<file path="src/rtl/waveform_sequencer.sv">
// waveform_sequencer: step sequencer feeding octave/waveform/note of
// waveform_gen from a small pattern memory, with gated articulation.
//
// Ports:
//   clk, rst_n      clock; synchronous active-low reset
//   start, stop     begin playback from step 0 / abort playback
//   loop            wrap after last_step (sampled at step boundary)
//   last_step       final step index (latched on start)
//   load_en/addr/   pattern write port {wave[8:7], octave[6:4], note[3:0]},
//   load_data       accepted only while idle
//   octave,waveform,note  registered step fields (waveform one-hot)
//   gate            high while the current note sounds
//   step_idx        step currently playing
//   busy, done      playback active / one-clock end-of-pass pulse

module waveform_sequencer #(
   parameter int clk_mhz     = 50,
   parameter int n_steps     = 8,
   parameter int w_waveform  = 4,
   parameter int step_cycles = clk_mhz * 1000 * 250,
   parameter int gap_cycles  = clk_mhz * 1000 * 25,
   parameter int w_idx       = $clog2(n_steps)
) (
   input  logic                  clk,
   input  logic                  rst_n,
   input  logic                  start,
   input  logic                  stop,
   input  logic                  loop,
   input  logic [w_idx-1:0]      last_step,
   input  logic                  load_en,
   input  logic [w_idx-1:0]      load_addr,
   input  logic [8:0]            load_data,
   output logic [2:0]            octave,
   output logic [w_waveform-1:0] waveform,
   output logic [3:0]            note,
   output logic                  gate,
   output logic [w_idx-1:0]      step_idx,
   output logic                  busy,
   output logic                  done
);

   localparam int w_cnt = $clog2(step_cycles);
   localparam int depth = 2 ** w_idx;

   localparam logic [w_cnt-1:0] play_end =
      w_cnt'(step_cycles - gap_cycles - 1);
   localparam logic [w_cnt-1:0] gap_end =
      w_cnt'(gap_cycles - 1);
   localparam logic [8:0] rest_word = 9'b11_000_0000;

   typedef enum logic [1:0] {
      IDLE,
      PLAY,
      GAP
   } state_t;

   state_t           state, state_n;
   logic [w_cnt-1:0] cnt, cnt_n;
   logic [w_idx-1:0] last_q, last_n;
   logic [8:0]       mem [depth];

   logic [2:0]            oct_n;
   logic [w_waveform-1:0] wave_n;
   logic [3:0]            note_n;
   logic                  gate_n;
   logic [w_idx-1:0]      idx_n;
   logic                  busy_n;
   logic                  done_n;

   logic [w_idx-1:0] ld_idx;
   logic [8:0]       ld_word;
   logic             ld_rest;

   // Index of the step that would be loaded on this edge: step 0 when
   // starting from idle, otherwise the successor with wrap at last_q.
   always_comb begin
      ld_idx = '0;
      if (state != IDLE && step_idx != last_q)
         ld_idx = step_idx + w_idx'(1);
   end

   assign ld_word = mem[ld_idx];
   assign ld_rest = (ld_word[8:7] == 2'd3) || (ld_word[3:0] >= 4'd12);

   always_comb begin
      state_n = state;
      cnt_n   = cnt;
      last_n  = last_q;
      oct_n   = octave;
      wave_n  = waveform;
      note_n  = note;
      gate_n  = gate;
      idx_n   = step_idx;
      busy_n  = busy;
      done_n  = 1'b0;

      if (stop) begin
         state_n = IDLE;
         cnt_n   = '0;
         gate_n  = 1'b0;
         busy_n  = 1'b0;
         wave_n  = '0;
      end else begin
         unique case (state)
            IDLE: begin
               if (start) begin
                  state_n = PLAY;
                  cnt_n   = '0;
                  last_n  = last_step;
                  idx_n   = '0;
                  busy_n  = 1'b1;
               end
            end
            PLAY: begin
               if (cnt == play_end) begin
                  state_n = GAP;
                  cnt_n   = '0;
                  gate_n  = 1'b0;
               end else begin
                  cnt_n = cnt + w_cnt'(1);
               end
            end
            GAP: begin
               if (cnt == gap_end) begin
                  cnt_n = '0;
                  if (step_idx != last_q || loop) begin
                     state_n = PLAY;
                     idx_n   = ld_idx;
                  end else begin
                     state_n = IDLE;
                     busy_n  = 1'b0;
                     done_n  = 1'b1;
                  end
               end else begin
                  cnt_n = cnt + w_cnt'(1);
               end
            end
            default: state_n = IDLE;
         endcase
      end

      // Field load coincides with entry to PLAY so the new fields and
      // the gate rise appear in the same cycle.
      if (state_n == PLAY && state != PLAY) begin
         if (ld_rest) begin
            oct_n  = '0;
            wave_n = '0;
            note_n = '0;
            gate_n = 1'b0;
         end else begin
            oct_n  = ld_word[6:4];
            wave_n = '0;
            wave_n[ld_word[8:7]] = 1'b1;
            note_n = ld_word[3:0];
            gate_n = 1'b1;
         end
      end
   end

   always_ff @(posedge clk) begin
      if (!rst_n) begin
         state    <= IDLE;
         cnt      <= '0;
         last_q   <= '0;
         octave   <= '0;
         waveform <= '0;
         note     <= '0;
         gate     <= 1'b0;
         step_idx <= '0;
         busy     <= 1'b0;
         done     <= 1'b0;
         for (int i = 0; i < depth; i++)
            mem[i] <= rest_word;
      end else begin
         state    <= state_n;
         cnt      <= cnt_n;
         last_q   <= last_n;
         octave   <= oct_n;
         waveform <= wave_n;
         note     <= note_n;
         gate     <= gate_n;
         step_idx <= idx_n;
         busy     <= busy_n;
         done     <= done_n;
         if (load_en && !busy && int'(load_addr) < n_steps)
            mem[load_addr] <= load_data;
      end
   end

endmodule
</file>
<file path="config.mk">
export PLATFORM = sky130hd
export DESIGN_NAME = waveform_sequencer
export DESIGN_NICKNAME = d
export VERILOG_FILES = /design/src/rtl/waveform_sequencer.sv
export SDC_FILE = /design/constraint.sdc
export NUM_CORES = 1
export LEC_CHECK = 0
export BUFFER_PORTS_ARGS = -buffer_cell sky130_fd_sc_hd__buf_2
export CAP_MARGIN = 20
export CORE_ASPECT_RATIO = 1.5
export CORE_MARGIN = 8
export CORE_UTILIZATION = 60
export CTS_CLUSTER_DIAMETER = 40
export CTS_CLUSTER_SIZE = 16
export DETAILED_ROUTE_END_ITERATION = 8
export GPL_TIMING_DRIVEN = 0
export PLACE_DENSITY = 0.79
export SLEW_MARGIN = 20
export SYNTH_ARGS = -nofsm -noshare
export SYNTH_HDL_FRONTEND = slang
export SYNTH_SLANG_ARGS = --single-unit
</file>
<file path="constraint.sdc">
create_clock -name clk -period 2.8 [get_ports clk]
set_input_delay 0 -clock clk [delete_from_list [all_inputs] [get_ports clk]]
set_output_delay 0 -clock clk [all_outputs]
set_load 0.01 [all_outputs]
</file>
==> flow_results.xml <==
<?xml version="1.0" encoding="UTF-8"?>
<metrics>
  <group name="finish">
    <metric name="postLayoutCellArea" unit="um^2">7010</metric>
    <metric name="footprint_of_the_multi_input_gates" unit="um^2">2640</metric>
    <metric name="layout.cells.most_common" unit="">edfxtp_1</metric>
    <metric name="areaGrowthSynthToFinish" unit="%">19.3</metric>
    <metric name="drive_above_1_share" unit="%">17.7</metric>
    <metric name="post_layout_nets" unit="">641</metric>
    <metric name="fill_cells" unit="">643</metric>
    <metric name="antenna_cells" unit="">0</metric>
    <metric name="seq_area" unit="um^2">3080</metric>
    <metric name="most-common-layout-cells" unit="">72 x edfxtp_1, 65 x and2_1, 47 x buf_2</metric>
  </group>
  <group name="clock_tree">
    <metric name="cts-root-to-sink-buffers" unit="">2</metric>
    <metric name="clock_sinks" unit="">118</metric>
    <metric name="worst_setup_hold_path_clk_slew" unit="ns">0.05</metric>
    <metric name="total_number_of_h_tree_levels" unit="">4</metric>
    <metric name="clock_tree.root_cell" unit="">clkbuf_16</metric>
    <metric name="number_of_clock_buffers_inserted_by_tritoncts" unit="">17</metric>
    <metric name="clock_tree_from_tritoncts" unit="">yes</metric>
    <metric name="clk_latency" unit="ns">0.41</metric>
  </group>
  <group name="global_route">
    <metric name="grt_antenna_before_repair" unit="">0</metric>
    <metric name="grt_max_degree" unit="">17</metric>
    <metric name="grt_pass1_wl" unit="um">23200</metric>
    <metric name="first_global_vias" unit="">4754</metric>
    <metric name="total_track_usage" unit="%">22.3</metric>
    <metric name="global_route.overflow_total" unit="">0</metric>
  </group>
  <group name="logic_synthesis">
    <metric name="synth-warning-count" unit="">0</metric>
    <metric name="synth_area" unit="um^2">5880</metric>
    <metric name="synth_top_area_cell" unit="">edfxtp_1</metric>
    <metric name="yosys-mux-area-fraction" unit="%">4.11</metric>
    <metric name="synth_adder_area_share" unit="%">1.28</metric>
    <metric name="asyncSetResetFlopFracSynth" unit="%">0</metric>
    <metric name="synth.ff_latch_count" unit="">118</metric>
    <metric name="synth_cell_types" unit="">67</metric>
    <metric name="synthesis.area_per_instance" unit="um^2">10.9</metric>
    <metric name="synth_seq_area_share" unit="%">52.4</metric>
    <metric name="synthFlopType" unit="">edfxtp_1</metric>
    <metric name="synth_nets" unit="">564</metric>
    <metric name="synth_compound_gate_area_share" unit="%">13.0</metric>
    <metric name="synth_xor_area_share" unit="%">4.56</metric>
    <metric name="synth_simple_gate_area_share" unit="%">21.2</metric>
    <metric name="synth.area.top_cells" unit="">edfxtp_1 37%, dfxtp_1 16%, and2_1 6.9%</metric>
    <metric name="synth_top_family_by_area" unit="">simple AND/OR/NAND/NOR gates</metric>
    <metric name="synth_enable_flop_cells" unit="">72</metric>
    <metric name="netlist.area_leader.share" unit="%">36.8</metric>
    <metric name="synthesis.instances" unit="">537</metric>
  </group>
  <group name="run">
    <metric name="drv_cap" unit="">0</metric>
  </group>
  <group name="sta">
    <metric name="worst-slew-pin-transition" unit="ns">0.949</metric>
    <metric name="timing_hold_violations_final" unit="">0</metric>
    <metric name="layout_setup_ws" unit="ns">0.106</metric>
    <metric name="period_utilization" unit="%">96.2</metric>
    <metric name="timing.setup.tns" unit="ns">0</metric>
    <metric name="finalWorstPathRequiredPeriod" unit="ns">2.69</metric>
    <metric name="worst_slew_margin_rel" unit="%">36.3</metric>
    <metric name="finClkSkew" unit="ns">0.0101</metric>
    <metric name="final-max-slew-violation-count" unit="">0</metric>
    <metric name="setup_violations" unit="">0</metric>
    <metric name="unrepaired_setup_endpoints_after_global_routing" unit="">true</metric>
    <metric name="achievable-frequency" unit="GHz">0.371</metric>
  </group>
  <group name="detailed_routing">
    <metric name="via_per_inst" unit="">6.18</metric>
    <metric name="dr.pass1.iters" unit="">5</metric>
    <metric name="remaining_drc_errors" unit="">0</metric>
    <metric name="vias" unit="">4589</metric>
    <metric name="finalWirelength" unit="um">14600</metric>
    <metric name="dr.first_iter.drc_count" unit="">318</metric>
    <metric name="route.detailed.wl_per_inst" unit="um">19.7</metric>
    <metric name="antenna_violating_nets_post_route" unit="">0</metric>
  </group>
  <group name="critical_path">
    <metric name="worst_r2r_endpoint" unit="">note[1]</metric>
    <metric name="critPathMaxStageDelay" unit="ns">0.60</metric>
    <metric name="worst_ep_required_time" unit="ns">3.11</metric>
    <metric name="library_cell_contributing_the_largest_single_delay_on_the_critical_path" unit="">a311oi_4</metric>
    <metric name="regToRegSetupSlack" unit="ns">0.11</metric>
    <metric name="crit_buf_inv" unit="">1</metric>
    <metric name="critical_path_class" unit="">flip-flop to flip-flop</metric>
    <metric name="cp_data_arrival_time" unit="ns">3.00</metric>
    <metric name="timing.critical_path.max_delay_family" unit="">compound AO/OA/AOI/OAI gates</metric>
    <metric name="cp_cell_sequence" unit="">ha_1 -&gt; xnor2_4 -&gt; a311oi_4 -&gt; buf_6 -&gt; mux2i_1 -&gt; a211oi_1 -&gt; o22ai_1 -&gt; o32ai_1</metric>
    <metric name="rr_worst_depth" unit="">8</metric>
    <metric name="cp_max_fo" unit="">10</metric>
    <metric name="r2r_start" unit="">step_idx[1]</metric>
    <metric name="endpoint_kind" unit="">flip-flop</metric>
    <metric name="timing.critical_path.from_type" unit="">flip-flop</metric>
  </group>
  <group name="hold_path">
    <metric name="hold_end" unit="">note[3]</metric>
    <metric name="worstHoldPathType" unit="">primary input to flip-flop</metric>
    <metric name="hold_path.startpoint" unit="">rst_n</metric>
    <metric name="whs_path_depth" unit="">3</metric>
  </group>
  <group name="status">
    <metric name="run_status" unit="">finished clean</metric>
  </group>
  <group name="power_and_ir_drop">
    <metric name="peak_supply_drop" unit="uV">593</metric>
    <metric name="power_density" unit="nW/um^2">595</metric>
    <metric name="power_leakage" unit="nW">2.49</metric>
    <metric name="total_power_after_layout" unit="W">0.00417</metric>
  </group>
  <group name="die">
    <metric name="die_x" unit="um">96.8</metric>
    <metric name="start_util" unit="%">61.0</metric>
    <metric name="placement_rows" unit="">44</metric>
    <metric name="boundaryPins" unit="">38</metric>
    <metric name="die-area" unit="um^2">13300</metric>
    <metric name="fp.dieH" unit="um">137</metric>
    <metric name="core_area" unit="um^2">9630</metric>
  </group>
  <group name="place">
    <metric name="port_buffers" unit="">37</metric>
    <metric name="dpl_cell_area" unit="um^2">6210</metric>
    <metric name="post-dp-hpwl" unit="um">10200</metric>
    <metric name="routabilityCongestion" unit="">0.894</metric>
    <metric name="pre_cts_ws" unit="ns">-0.00370</metric>
  </group>
</metrics>
==> cells by family (layout without fill, tap and decap cells) <==
family | count (synthesis) | count (layout)
and+or+nand+nor | 221 | 221
DFF | 118 | 118
AOI/OAI and AO/OA | 100 | 100
buffers and inverters | 43 | 133
xor gates and xnor gates | 28 | 28
muxes | 21 | 21
adders and majority gates | 6 | 6
==> registers in the layout (all words and copies together) (netlist names) <==
name      flops
mem          72
cnt          24
note          4
waveform      4
last_q        3
octave        3
step_idx      3
state         2
busy          1
done          1
gate          1
==> worst max path at each step <==
stage / start / to / slack (ns) / cells past startpoint
after detailed placement: busy / mem[0][6] / -0.004 / 3
after global placement: busy / mem[4][5] / -0.14 / 3
after CTS: step_idx[1] / note[1] / 0.03 / 8
after floorplan: busy / mem[2][0] / 0.46 / 3
after global routing: state[1] / octave[2] / -0.05 / 9
final: step_idx[1] / note[1] / 0.11 / 8
==> synth_stat cells, types with 4 or more instances <==
| master | number |
|---|---|
| a211oi_1 | 23 |
| a21oi_1 | 12 |
| and2_1 | 65 |
| buf_2 | 10 |
| clkbuf_1 | 6 |
| dfxtp_1 | 46 |
| edfxtp_1 | 72 |
| ha_1 | 6 |
| inv_1 | 20 |
| mux2_2 | 5 |
| mux2i_1 | 14 |
| nand2_1 | 35 |
| nand2b_1 | 13 |
| nand3_1 | 11 |
| nand4_1 | 8 |
| nor2_1 | 40 |
| nor2b_1 | 4 |
| nor3_1 | 7 |
| o21ai_0 | 17 |
| o22ai_1 | 6 |
| o32ai_1 | 14 |
| or3_1 | 14 |
| xnor2_1 | 11 |
| xor2_1 | 14 |
==> area by class of cell <==
class | instances | share of cell area [%]
flip-flops and latches | 118 | 44.0
multi-input cells | 376 | 37.6
clock buffers | 18 | 6.12
repair buffers | 58 | 5.60
well taps | 115 | 2.05
clock inverters | 14 | 1.82
plain buffers | 23 | 1.78
inverters | 20 | 1.07
==> routing by layer <==
layer / vias up / wire length [um] / global-route usage, %
li1: 2142 / - / -
met1: 2191 / 5130 / 20.7
met2: 192 / 7870 / 41.6
met3: 64 / 757 / 5.07
met4: 0 / 859 / 17.0
met5: - / 0 / 0
==> worst register-to-register path, stage by stage, from the launching register on <==
cell      delay, ns
dfxtp_1        0.46
ha_1           0.36
xnor2_4        0.16
a311oi_4       0.60
buf_6          0.27
mux2i_1        0.12
a211oi_1       0.35
o22ai_1        0.14
o32ai_1        0.14
==> power breakdown <==
group	total, W	switching [W]	internal, W
registers	0.00191	0.0000194	0.00189
clock network	0.00204	0.000814	0.00122
logic	0.000231	0.000144	0.0000868
==> stage by stage <==
step | hold WS [ns] | utilization [%] | std cells
floorplan | 0.136 | - | 537
global placement | 0.250 | 64.4 | 689
detailed placement | 0.257 | 64.5 | 690
CTS | 0.00828 | 72.4 | 742
global route | 0.0545 | 72.8 | 742
finish | 0.0215 | 72.8 | 742
==> what timing repair did <==
| item | CTS | global route |
|---|---|---|
| setup endpoints to repair | 19 | 12 |
| pin swaps | 0 | 1 |
| endpoints found under the hold margin | 61 | 0 |
| setup buffers | 0 | 0 |
| hold buffers | 20 | 0 |
| gates resized for setup | 2 | 4 |
Power figures use the tool's default switching activity.
